[src/rtl/weight_stream_reader_pkg.sv]
// Shared defaults and state encoding for the weight-memory blocks.
package weight_stream_reader_pkg;

  localparam int WS_DEPTH  = 28;
  localparam int WS_ADDR_W = 5;
  localparam int WS_DATA_W = 16;

  typedef enum logic [1:0] {
    ST_IDLE  = 2'd0,
    ST_RUN   = 2'd1,
    ST_DRAIN = 2'd2
  } rd_state_e;

endpackage : weight_stream_reader_pkg

[src/rtl/weight_stream_reader_if.sv]
// BRAM read port plus the downstream weight stream handshake.
interface weight_stream_reader_if #(
  parameter int ADDR_W = 5,
  parameter int DATA_W = 16
) ();

  logic [ADDR_W-1:0] BRAM_ADDR;
  logic              BRAM_EN;
  logic              BRAM_WE;
  logic [DATA_W-1:0] BRAM_DO;
  logic [DATA_W-1:0] W_DATA;
  logic              W_VALID;
  logic              W_LAST;
  logic              W_READY;

  // Reader side: drives the BRAM request and the stream.
  modport master (
    output BRAM_ADDR, BRAM_EN, BRAM_WE, W_DATA, W_VALID, W_LAST,
    input  BRAM_DO, W_READY
  );

  // Environment side: BRAM and downstream consumer.
  modport slave (
    input  BRAM_ADDR, BRAM_EN, BRAM_WE, W_DATA, W_VALID, W_LAST,
    output BRAM_DO, W_READY
  );

endinterface : weight_stream_reader_if

[src/rtl/weight_skid_fifo.sv]
// Two-entry FIFO holding weight words plus their last tag.
module weight_skid_fifo
  import weight_stream_reader_pkg::*;
#(
  parameter int DATA_W = WS_DATA_W
) (
  input  logic              clk,
  input  logic              rst_n,
  input  logic              push_i,
  input  logic              pop_i,
  input  logic [DATA_W-1:0] data_i,
  input  logic              last_i,
  output logic [DATA_W-1:0] data_o,
  output logic              last_o,
  output logic              full_o,
  output logic              empty_o
);

  logic [DATA_W-1:0] data_q [2];
  logic              last_q [2];
  logic              wr_ptr_q;
  logic              rd_ptr_q;
  logic [1:0]        count_q;
  logic              do_push;
  logic              do_pop;

  assign full_o  = (count_q == 2'd2);
  assign empty_o = (count_q == 2'd0);
  assign do_push = push_i & ~full_o;
  assign do_pop  = pop_i & ~empty_o;

  // Head of the queue; zero when empty so the stream outputs stay quiet.
  assign data_o = empty_o ? '0 : data_q[rd_ptr_q];
  assign last_o = ~empty_o & last_q[rd_ptr_q];

  // Storage, pointers and occupancy; push and pop together leave count unchanged.
  always_ff @(posedge clk or negedge rst_n) begin
    if (!rst_n) begin
      // NOTE: only two entries, so the storage is reset too; this keeps the head value defined after reset.
      for (int i = 0; i < 2; i++) begin
        data_q[i] <= '0;
        last_q[i] <= 1'b0;
      end
      wr_ptr_q <= 1'b0;
      rd_ptr_q <= 1'b0;
      count_q  <= 2'd0;
    end else begin
      if (do_push) begin
        data_q[wr_ptr_q] <= data_i;
        last_q[wr_ptr_q] <= last_i;
        wr_ptr_q         <= ~wr_ptr_q;
      end
      if (do_pop) begin
        rd_ptr_q <= ~rd_ptr_q;
      end
      count_q <= count_q + {1'b0, do_push} - {1'b0, do_pop};
    end
  end

endmodule : weight_skid_fifo

[src/rtl/weight_stream_reader.sv]
// Streams DEPTH weight words from a BRAM into a valid/ready stream.
module weight_stream_reader
  import weight_stream_reader_pkg::*;
#(
  parameter int DEPTH  = WS_DEPTH,
  parameter int ADDR_W = WS_ADDR_W,
  parameter int DATA_W = WS_DATA_W
) (
  input  logic                   CLK,
  input  logic                   RSTN,
  input  logic                   START,
  output logic                   BUSY,
  output logic                   DONE,
  weight_stream_reader_if.master bus
);

  localparam logic [ADDR_W-1:0] LAST_ADDR = ADDR_W'(DEPTH - 1);

  rd_state_e         state_q, state_d;
  logic [ADDR_W-1:0] issue_q, issue_d;
  logic              issue_w;
  logic              fifo_full;
  logic              fifo_empty;
  logic              head_last;
  logic              pop_w;

  // The BRAM registers data on the falling edge, so a read issued in a cycle
  // is captured at the very next rising edge: nothing stays in flight across
  // an edge, and FIFO occupancy alone is the credit count.
  weight_skid_fifo #(.DATA_W(DATA_W)) u_fifo (
    .clk     (CLK),
    .rst_n   (RSTN),
    .push_i  (issue_w),
    .pop_i   (pop_w),
    .data_i  (bus.BRAM_DO),
    .last_i  (issue_q == LAST_ADDR),
    .data_o  (bus.W_DATA),
    .last_o  (head_last),
    .full_o  (fifo_full),
    .empty_o (fifo_empty)
  );

  assign bus.W_VALID   = ~fifo_empty;
  assign bus.W_LAST    = head_last;
  assign pop_w         = bus.W_VALID & bus.W_READY;
  assign bus.BRAM_EN   = issue_w;
  assign bus.BRAM_ADDR = issue_w ? issue_q : '0;
  assign bus.BRAM_WE   = 1'b0;
  assign BUSY          = (state_q != ST_IDLE);
  assign DONE          = pop_w & head_last;

  // State and issue-address registers.
  always_ff @(posedge CLK or negedge RSTN) begin
    if (!RSTN) begin
      state_q <= ST_IDLE;
      issue_q <= '0;
    end else begin
      // NOTE: sequential state uses non-blocking assignments so every register samples pre-edge values.
      state_q <= state_d;
      issue_q <= issue_d;
    end
  end

  // Next state, read issue under the occupancy credit, address advance.
  always_comb begin
    // NOTE: defaults first so no path leaves a signal unassigned and infers a latch.
    state_d = state_q;
    issue_d = issue_q;
    issue_w = 1'b0;
    unique case (state_q)
      ST_IDLE: begin
        if (START) begin
          state_d = ST_RUN;
          issue_d = '0;
        end
      end
      ST_RUN: begin
        if (!fifo_full) begin
          issue_w = 1'b1;
          if (issue_q == LAST_ADDR) begin
            state_d = ST_DRAIN;
          end else begin
            issue_d = issue_q + ADDR_W'(1);
          end
        end
      end
      ST_DRAIN: begin
        if (pop_w && head_last) begin
          state_d = ST_IDLE;
        end
      end
      default: state_d = ST_IDLE;
    endcase
  end

endmodule : weight_stream_reader

[src/flat_wrapper.sv]
// flat-port wrapper written by rule: the top's interface ports become plain ports
module weight_stream_reader_flat import weight_stream_reader_pkg::*;
#(
  parameter int DEPTH  = WS_DEPTH,
  parameter int ADDR_W = WS_ADDR_W,
  parameter int DATA_W = WS_DATA_W
)
  (CLK, RSTN, START, BUSY, DONE, bus_BRAM_ADDR, bus_BRAM_EN, bus_BRAM_WE, bus_W_DATA, bus_W_VALID, bus_W_LAST, bus_BRAM_DO, bus_W_READY);
  weight_stream_reader_if #(.ADDR_W(ADDR_W), .DATA_W(DATA_W)) bus_i ();
  input  logic CLK;
  input  logic RSTN;
  input  logic START;
  output logic BUSY;
  output logic DONE;
  output wire logic [$bits(bus_i.BRAM_ADDR)-1:0] bus_BRAM_ADDR;
  output wire logic [$bits(bus_i.BRAM_EN)-1:0] bus_BRAM_EN;
  output wire logic [$bits(bus_i.BRAM_WE)-1:0] bus_BRAM_WE;
  output wire logic [$bits(bus_i.W_DATA)-1:0] bus_W_DATA;
  output wire logic [$bits(bus_i.W_VALID)-1:0] bus_W_VALID;
  output wire logic [$bits(bus_i.W_LAST)-1:0] bus_W_LAST;
  input wire logic [$bits(bus_i.BRAM_DO)-1:0] bus_BRAM_DO;
  input wire logic [$bits(bus_i.W_READY)-1:0] bus_W_READY;
  assign bus_BRAM_ADDR = bus_i.BRAM_ADDR;
  assign bus_BRAM_EN = bus_i.BRAM_EN;
  assign bus_BRAM_WE = bus_i.BRAM_WE;
  assign bus_W_DATA = bus_i.W_DATA;
  assign bus_W_VALID = bus_i.W_VALID;
  assign bus_W_LAST = bus_i.W_LAST;
  assign bus_i.BRAM_DO = bus_BRAM_DO;
  assign bus_i.W_READY = bus_W_READY;
  weight_stream_reader #(.DEPTH(DEPTH), .ADDR_W(ADDR_W), .DATA_W(DATA_W)) u_core (.CLK(CLK), .RSTN(RSTN), .START(START), .BUSY(BUSY), .DONE(DONE), .bus(bus_i));
endmodule
[config.mk]
export PLATFORM = sky130hd
export DESIGN_NAME = weight_stream_reader_flat
export DESIGN_NICKNAME = d
export VERILOG_FILES = /design/src/rtl/weight_stream_reader_pkg.sv /design/src/rtl/weight_stream_reader_if.sv /design/src/rtl/weight_skid_fifo.sv /design/src/rtl/weight_stream_reader.sv /design/src/flat_wrapper.sv
export SDC_FILE = /design/constraint.sdc
export NUM_CORES = 1
export LEC_CHECK = 0
export CELL_PAD_IN_SITES_DETAIL_PLACEMENT = 0
export CELL_PAD_IN_SITES_GLOBAL_PLACEMENT = 1
export CORE_ASPECT_RATIO = 0.75
export CORE_MARGIN = 2
export CORE_UTILIZATION = 42
export CTS_BUF_LIST = sky130_fd_sc_hd__clkbuf_4
export CTS_CLUSTER_SIZE = 30
export DETAILED_ROUTE_END_ITERATION = 10
export GPL_ROUTABILITY_DRIVEN = 0
export GPL_TIMING_DRIVEN = 0
export PLACE_DENSITY_LB_ADDON = 0.1
export SYNTH_ARGS = -nofsm -noshare
export SYNTH_HDL_FRONTEND = slang
export SYNTH_SLANG_ARGS = --single-unit
[constraint.sdc]
create_clock -name CLK -period 1.92 [get_ports CLK]
set_clock_uncertainty 0.15 [all_clocks]
set_input_delay 0.384 -clock CLK [delete_from_list [all_inputs] [get_ports CLK]]
set_output_delay 0.384 -clock CLK [all_outputs]
set_load 0.01 [all_outputs]
==> run_results.csv <==
group,metric,value,unit
outcome,outcome,"complete, but fails checks",
outcome,failed_checks,"negative setup slack",
die,num_rows,22,
logic_synthesis,synth_cell_types,36,
cts,cts_buffer_depth,2,
setup_path,crit_type,"reg -> out",
logic_synthesis,synth-edff-count,0,
setup_path,reg2reg_to,"u_core.issue_q[4]",
power,power.internal,3.613,mW
routing,wl_per_cell,15.64,µm
setup_path,worstPathRequired,1390,ps
place,place_area,0.002793,mm²
power,p_leak,1.448,nW
sta,max_freq,508.7,MHz
routing,dr.pass1.iters,4,
logic_synthesis,syn_inst,180,
run,maxCapViolations,0,
die,die_x,88.28,µm
setup_path,critical-path-slowest-cell,"dfrtp_1",
cts,clkLatencyLatePin,350,ps
min_path,min_path_type,"in -> async",
finish,antenna_cells,0,
finish,synthToLayoutAreaGrowth,38.14,%
grt,grt_pass1_wl,8411,µm
setup_path,r2r_slack,100,ps
routing,vias,1654,
cts,cts_root_buf,"clkbuf_4",
finish,nets,273,
sta,final_hold_viol_count,0,
die,fp.dieH,67.21,µm
cts,cts.sinks,45,
logic_synthesis,yosys-top-cells-area,"dfrtp_1, mux2_2, mux2i_1, mux2_4, nor2_1",
finish,layout_common_cells,"dfrtp_1, mux2_2, buf_2",
cts,numCtsBuffers,5,
logic_synthesis,yosysWarningCount,0,
die,io_pins,47,
logic_synthesis,synth-async-reset-ratio,100.0,%
cts,htreeDepth,2,
power,switching_share,37.00,%
setup_path,path_delay_family,"buffers and inverters",
setup_path,crit_chain,"buf_6, buf_6, mux2i_4, nor2_2, buf_2",
finish,fin_area,0.003090,mm²
power,clockPowerShare,7.6,%
routing,ant_nets,0,
power,power_frac_comb,62.3,%
power,total_power,5.735,mW
sta,drv_slew,0,
die,coreArea,0.005010,mm²
setup_path,end_kind,"output pin",
power,vdd_drop_max,0.7991,mV
setup_path,r2r_cells,6,
sta,rsz0062_at_grt,"yes",
power,p_seq_share,30.1,%
sta,fin_ws,-45.67,ps
setup_path,cpMostUsedCell,"buf_6",
die,dieArea,0.005933,mm²
logic_synthesis,synth.net_count,202,
setup_path,slowest_delay,390,ps
routing,vias_per_cell,5.121,
logic_synthesis,syn_area_per_cell,12.43,µm²
grt,grt_overflow_total,0,
sta,setup_violations,4,
finish,layout_commonest_cell,"dfrtp_1",
power,power_switching,2.122,mW
grt,grt_pass1_vias,1740,
grt,grt_start_max_net_pins,34,
setup_path,path_max_fanout,5,
finish,drive_gt1_share,47.01,%
die,start_util,44.66,%
grt,antenna_found_initial,0,
setup_path,cp_data_arrival_time,1430,ps
logic_synthesis,seq_area_frac_synth,50.34,%
setup_path,reg2reg_from,"u_core.state_q[0]",
sta,period_share,102.4,%
routing,routed_wl,5051,µm
cts,clk_pin_slew,120,ps
routing,drt_iter0_markers,64,
logic_synthesis,synth_top_area_cell,"dfrtp_1",
logic_synthesis,synth-seq-cells,45,
logic_synthesis,synth_top_area_share,50.34,%
setup_path,crit_buf_inv,3,
place,port_buffers,45,
place,hpwl,3200,µm
logic_synthesis,synthFlopType,"dfrtp_1",
logic_synthesis,synth_area,0.002237,mm²
power,p_per_area,1856,mW/mm²
grt,track_usage,18.84,%
setup_path,worstSetupStartpointType,"flop",
routing,drc,0,
cts,cts_tree,"yes",
sta,period_needed,1966,ps
==> area by class of cell <==
| type | instances | area, µm² |
|---|---|---|
| fill | 414 | 1919 |
| sequential | 45 | 1129 |
| multi-input combinational | 119 | 1110 |
| timing repair buffer | 66 | 583.1 |
| buffer | 10 | 115.1 |
| tap | 72 | 90.09 |
| clock buffer | 6 | 45.04 |
| inverter | 4 | 15.01 |
| clock inverter | 1 | 3.754 |
==> sequential cells by signal, indices dropped and copies added, names as in the netlist <==
signal and flops:
u_core.issue_q 5, u_core.state_q 2, u_core.u_fifo.count_q 2, u_core.u_fifo.data_q 32, u_core.u_fifo.last_q 2, u_core.u_fifo.rd_ptr_q 1, u_core.u_fifo.wr_ptr_q 1
==> Yosys cell counts (all sizes together), types with 4 or more instances <==
cell	count
xnor2	4
nor2	20
and3	5
buf	10
dfrtp	45
mux2	34
nand3	4
inv	4
mux2i	17
==> worst max path at each step <==
stage / startpoint / endpoint / slack [ps] / depth (start not counted)
floorplan: u_core.u_fifo.count_q[0] / u_core.u_fifo.count_q[1] / 100 / 8
finish: u_core.u_fifo.rd_ptr_q / DONE / -50 / 5
CTS: u_core.u_fifo.rd_ptr_q / DONE / -60 / 5
detailed placement: u_core.u_fifo.count_q[1] / bus_W_DATA[11] / -680 / 4
global route: u_core.u_fifo.rd_ptr_q / DONE / -130 / 5
global placement: RSTN / u_core.u_fifo.data_q[28] / -790 / 1
==> kinds of logic (layout without fill, tap and decap cells) <==
logic type	Yosys count	after routing	share of synthesized area (%)
fa+ha+maj	2	2	1.118
buf+inv	17	87	4.921
other cells	1	1	0.1676
mux	51	51	26.40
flops	45	45	50.34
simple gates	43	44	10.01
xor+xnor	5	5	1.957
compound gates	16	16	5.090
==> stage by stage <==
stage | setup WS [ps] | hold WS [ps] | utilization, % | TNS, ps | cells
6_report | -45.67 | 293.9 | 61.69 | -114.8 | 323
5_1_grt | -127.1 | 315.4 | 61.69 | -1652 | 323
4_1_cts | -61.58 | 282.5 | 59.17 | -378.6 | 320
3_5_place_dp | -679.7 | 140.9 | 55.74 | -9960 | 298
3_3_place_gp | -785.3 | 336.0 | 55.44 | -44220 | 297
2_1_floorplan | 99.51 | -61.59 | - | 0 | 180
==> power by group through the flow <==
| stage | clock, mW | combinational (mW) | sequential [mW] |
|---|---|---|---|
| CTS | 0.452 | 3.28 | 1.72 |
| global route | 0.494 | 3.87 | 1.79 |
| finish | 0.437 | 3.57 | 1.73 |
| global placement | 0 | 3.08 | 1.68 |
| floorplan | 0 | 2.05 | 1.64 |
| detailed placement | 0 | 3.17 | 1.72 |
==> routing by layer <==
layer	wire length, µm	global-route usage (%)
met2	2465	31.39
met3	256	4.401
met1	2294	24.88
met5	0	0
met4	34	5.303
==> repair_timing <==
item | 4_1_cts | 5_1_grt
setup buffers | 13 | 4
endpoints found under the setup margin | 27 | 37
resized for setup | 135 | 22
hold buffers | 1 | 0
endpoints found under the hold margin | 12 | 0
pin swaps | 4 | 7
cloned | 3 | 1
Note: power is estimated with default switching activity, not from simulation.
